### src/rtl/grant_session_ctrl.sv
// rtl/grant_session_ctrl.sv - Fixed-length ownership sessions driven by a one-hot arbiter grant.
module grant_session_ctrl #(
    parameter int NUM_REQ     = 4,
    parameter int HOLD_CYCLES = 3,
    parameter int CNT_W       = 8,
    parameter int ID_W        = 2
) (
    input  logic                     clk,
    input  logic                     rst_n,
    input  logic [NUM_REQ-1:0]       grant,
    input  logic                     viol_clr,
    output logic                     owner_valid,
    output logic [ID_W-1:0]          owner_id,
    output logic [NUM_REQ-1:0]       done,
    output logic                     abort,
    output logic                     busy,
    output logic                     violation,
    output logic [NUM_REQ*CNT_W-1:0] grant_cnt
);

    localparam int TMR_W = (HOLD_CYCLES > 1) ? $clog2(HOLD_CYCLES) : 1;
    localparam logic [TMR_W-1:0] TMR_INIT = TMR_W'(HOLD_CYCLES - 1);

    typedef enum logic [1:0] {
        IDLE      = 2'd0,
        OWN       = 2'd1,
        WAIT_DROP = 2'd2
    } state_t;

    state_t             state;
    logic [NUM_REQ-1:0] grant_q;
    logic [TMR_W-1:0]   timer;
    logic [CNT_W-1:0]   cnt [NUM_REQ];

    logic [ID_W:0]      pop;
    logic [ID_W-1:0]    hot_id;
    logic               multi_hot;
    logic               one_hot;
    logic               owner_bit;

    // Population count and index of the highest set bit; the index is only used when one-hot.
    always_comb begin
        pop    = '0;
        hot_id = '0;
        for (int i = 0; i < NUM_REQ; i++) begin
            pop = pop + (ID_W+1)'(grant_q[i]);
            if (grant_q[i]) begin
                hot_id = ID_W'(i);
            end
        end
        multi_hot = (pop > (ID_W+1)'(1));
        one_hot   = (pop == (ID_W+1)'(1));
        owner_bit = grant_q[owner_id];
    end

    for (genvar g = 0; g < NUM_REQ; g++) begin : g_cnt_flat
        assign grant_cnt[g*CNT_W +: CNT_W] = cnt[g];
    end

    always_ff @(posedge clk or negedge rst_n) begin
        if (!rst_n) begin
            state       <= IDLE;
            grant_q     <= '0;
            timer       <= '0;
            owner_id    <= '0;
            owner_valid <= 1'b0;
            done        <= '0;
            abort       <= 1'b0;
            busy        <= 1'b0;
            violation   <= 1'b0;
            for (int i = 0; i < NUM_REQ; i++) begin
                cnt[i] <= '0;
            end
        end else begin
            grant_q <= grant;
            done    <= '0;
            abort   <= 1'b0;

            // Set has priority over clear so a persisting fault is never lost.
            if (multi_hot) begin
                violation <= 1'b1;
            end else if (viol_clr) begin
                violation <= 1'b0;
            end

            case (state)
                IDLE: begin
                    if (one_hot) begin
                        state       <= OWN;
                        owner_id    <= hot_id;
                        owner_valid <= 1'b1;
                        busy        <= 1'b1;
                        timer       <= TMR_INIT;
                        if (cnt[hot_id] != '1) begin
                            cnt[hot_id] <= cnt[hot_id] + 1'b1;
                        end
                    end
                end
                OWN: begin
                    if (!owner_bit) begin
                        state       <= IDLE;
                        owner_valid <= 1'b0;
                        busy        <= 1'b0;
                        abort       <= 1'b1;
                    end else if (timer == '0) begin
                        state           <= WAIT_DROP;
                        owner_valid     <= 1'b0;
                        done[owner_id]  <= 1'b1;
                    end else begin
                        timer <= timer - 1'b1;
                    end
                end
                WAIT_DROP: begin
                    // Hold off new owners until the finished owner releases its grant.
                    if (!owner_bit) begin
                        state <= IDLE;
                        busy  <= 1'b0;
                    end
                end
                default: begin
                    state       <= IDLE;
                    owner_valid <= 1'b0;
                    busy        <= 1'b0;
                end
            endcase
        end
    end

endmodule

### config.mk
export PLATFORM = sky130hd
export DESIGN_NAME = grant_session_ctrl
export DESIGN_NICKNAME = d
export VERILOG_FILES = /design/src/rtl/grant_session_ctrl.sv
export SDC_FILE = /design/constraint.sdc
export NUM_CORES = 1
export LEC_CHECK = 0
export ABC_CLOCK_PERIOD_IN_PS = 3900
export BUFFER_PORTS_ARGS = -buffer_cell sky130_fd_sc_hd__buf_4
export CAP_MARGIN = 20
export CORE_UTILIZATION = 44
export CTS_BUF_LIST = sky130_fd_sc_hd__clkbuf_4
export DETAILED_ROUTE_END_ITERATION = 10
export GPL_ROUTABILITY_DRIVEN = 1
export PLACE_DENSITY = 0.64
export RECOVER_POWER = 100
export SLEW_MARGIN = 20
export SYNTH_ARGS = -nofsm -noshare
export SYNTH_HDL_FRONTEND = slang
export SYNTH_SLANG_ARGS = --single-unit
### constraint.sdc
create_clock -name clk -period 3.9 [get_ports clk]
set_clock_uncertainty 0.1 [all_clocks]
set_input_delay 0.195 -clock clk [delete_from_list [all_inputs] [get_ports clk]]
set_output_delay 0.195 -clock clk [all_outputs]
set_load 0.02 [all_outputs]
==> impl_summary.md <==
Routing
The number of nets with antenna violations after detailed routing is 0. The first detailed-routing pass ran for 4 iterations. Dividing the detail-routed wire length by the instance count gives 15.8 µm.

The total detailed-routing wirelength is approximately 5600 µm. The detailed-route via count is 1879. The total DRC errors in the routed layout is 0. The detailed router finished its first iteration with 81 violations. The detail-routed via count per cell is 5.31.

STA
The max-slew violation count is 51. Across all hold checks on the routed design, the worst slack comes to just under 400 ps. For the pin with the worst max-slew slack, the measured transition is 2600 ps.

The final hold violation count was 0. After layout, the minimum clock period comes to 3500 ps. The count of final setup violators is 0. The final-layout setup total negative slack is 0 ps.

The slack of the critical path is 395 ps. The relative slew slack is -73.2%. The maximum clock frequency is 285 MHz. Setup repair after global routing left no endpoint under its margin. Of the available clock period, the critical path in the final layout requires 89.9%.

Critical path
The class of the most critical setup path is reg2reg. Along the worst path, the maximum fanout reaches 16. STA classifies the critical path endpoint as a flop.

The nature of the critical path startpoint is a flop. STA puts the critical path data required time at 4060 ps. The data arrival time of the critical path is 3660 ps.

CTS
The H-tree was split into 2 levels. The clock net in this run drives a total of 50 sinks. The deepest clock path buffer count is 2.

The clock transition at the registers of the reported paths is 140 ps. The TritonCTS buffer count is 5. CTS placed an instance of sky130_fd_sc_hd__clkbuf_4 at the clock tree root.

The clock latency reported for the late side of the worst-skew pair is roughly 360 ps. TritonCTS built the clock tree.

Place
The placed wire-length estimate after detailed placement is 4030 µm. The post-placement cell area is ~0.0030 mm². In this run, placement finished with an instance count of 340. The minimum setup slack after placement is 442 ps. The last weighted congestion value of the routability-driven placer is 0.840.

In this run the tool buffered the top-level ports with 48 buffer cells.

Synth
Sequential elements use around 49% of the synthesized area. After synthesis, the largest area contributor takes up 48.7% of total cell area. The primary flip-flop cell chosen by synthesis mapping is sky130_fd_sc_hd__dfrtp_1.

Counting flops with a built-in enable in the synthesized netlist gives 0. The async set-reset flop share out of synthesis is 100%. The distinct cell type count of the synthesized netlist is 41. Synthesis produced a netlist with a net count of 239. In the post-synthesis netlist, the biggest area contributors are sky130_fd_sc_hd__dfrtp_1 49%, sky130_fd_sc_hd__mux2_2 14%, sky130_fd_sc_hd__ha_1 3.9%.

Averaged over all synthesized cells, the footprint is about 12 µm². The most frequent cell after synthesis is sky130_fd_sc_hd__dfrtp_1. For this run, the number of Yosys warnings is 0. The cell count after synthesis came out at approximately 220. Ranked by instance count, the synthesized netlist is headed by 50 x sky130_fd_sc_hd__dfrtp_1, 33 x sky130_fd_sc_hd__mux2_2, 22 x sky130_fd_sc_hd__inv_1, 15 x sky130_fd_sc_hd__nand2_1, 14 x sky130_fd_sc_hd__a21oi_1. The synthesized design contains 50 register bits.

The cell area that synthesis handed to floorplanning was 0.00257 mm². The leading area contributor after synthesis is sky130_fd_sc_hd__dfrtp_1.

Die
The floorplan step defined a die boundary enclosing 0.00615 mm². The die outline width is between 70 and 80 µm. Once the floorplan was initialized, standard cells occupied roughly 46% of the core.

The area of the core region is 0.00557 mm². The count of boundary I/O pins is a little under 50. The die is 78.4 µm tall. The placement row count is 27.

Run status
The checks that failed: capacitance limit, slew limit. The flow ran to the end, but the final reports show violations.

Job
The reported max-cap violation count is 1.

Finish
From synthesis to final layout, the design area changed by 15.4%. The final net count is about 300. With fillers left out, the area of the finished cells amounts to 0.00297 mm².

The final design utilization is a little over half. The fraction of layout cells with a size suffix above 1 is 20.2%. The filler-free cell count of the finished design is 354. The count of inserted antenna diode cells is 0.

Power and ir drop
The power density normalized to cell area is 691 mW/mm². The peak supply drop is 0.358 mV. Summing internal, switching and leakage power gives 2.05 mW. The static leakage power is 1.33 nW.

Global route
The via count of the first global-routing pass is 1869. The pin count of the biggest net entering global routing is 51. After global routing the overflow that remains totals 0. The wire length of the first global-routing pass is 9400 µm.

The total global routing track utilization is between 10% and 20%. The number of antenna violations at the first check in global routing is 0.

Worst hold path
The worst hold-check path type is in2reg.
-- cell usage in the layout (no fill, tap or decap), types with 5 or more instances in the layout --
cell                            instances
sky130_fd_sc_hd__clkbuf_4              10
sky130_fd_sc_hd__nand2_1               15
sky130_fd_sc_hd__mux2i_1                8
sky130_fd_sc_hd__a21oi_1               14
sky130_fd_sc_hd__o22ai_1                5
sky130_fd_sc_hd__o21ai_0                7
sky130_fd_sc_hd__nor2_1                11
sky130_fd_sc_hd__clkbuf_1              43
sky130_fd_sc_hd__dlygate4sd3_1          6
sky130_fd_sc_hd__ha_1                   8
sky130_fd_sc_hd__mux2_2                33
sky130_fd_sc_hd__inv_1                 22
sky130_fd_sc_hd__dfrtp_1               50
-- sequential cells by signal, summed over array words and instances (netlist names) --
name and flops:
timer 2, busy 1, done 4, owner_id 2, owner_valid 1, grant_cnt 32, state 2, grant_q 4
violation 1, abort 1
-- final timing paths --
kind | start | end | slack, ps | cells past startpoint
min in group asynchronous | rst_n | state[0] | 1080 | 2
hold reg to reg | timer[0] | timer[0] | 430 | 1
setup / recovery | grant_q[3] | grant_cnt[11] | 400 | 9
hold / removal | grant[2] | grant_q[2] | 400 | 2
setup reg to reg | grant_q[3] | grant_cnt[11] | 400 | 9
max in group asynchronous | rst_n | grant_cnt[19] | 1170 | 2
-- power breakdown --
group	switching (mW)	internal (mW)
registers	0.157	0.690
clock network	0.157	0.142
logic	0.564	0.339
-- routing by layer --
metal / part of all wire (%) / GRT usage (%)
met5: 0 / 0
met4: 1.1 / 5.56
met3: 3.8 / 4.19
met2: 48 / 32.2
met1: 47 / 26.9
-- logic make-up after synthesis --
family / count (synthesis) / synth area share [%]
mux: 43 / 18.9
fa+ha+maj: 9 / 4.67
compound gates: 38 / 9.98
xor+xnor: 6 / 2.04
simple gates: 49 / 11.5
flops: 50 / 48.7
buf+inv: 28 / 4.23
-- layout make-up --
class	count	area [µm²]
clock inverter	2	37.5
tap	72	90.1
fill	548	2610
inverter	22	82.6
timing repair buffer	57	282
multi-input combinational	145	1180
sequential	50	1250
clock buffer	6	45.0
-- timing repair --
item,in CTS,in global routing
hold buffers,6,0
resized for setup,0,0
hold endpoints to repair,55,0
buffers inserted,0,0
-- critical path, stage by stage, from the launching register on --
cell	delay (ps)
sky130_fd_sc_hd__dfrtp_1	660
sky130_fd_sc_hd__nor2b_1	220
sky130_fd_sc_hd__a222oi_1	350
sky130_fd_sc_hd__ha_1	210
sky130_fd_sc_hd__inv_1	70
sky130_fd_sc_hd__a2111oi_2	340
sky130_fd_sc_hd__nand4_1	220
sky130_fd_sc_hd__a2111o_4	550
sky130_fd_sc_hd__nand4_2	310
sky130_fd_sc_hd__mux2_2	380
No activity file was read; power rests on OpenSTA's default activity.
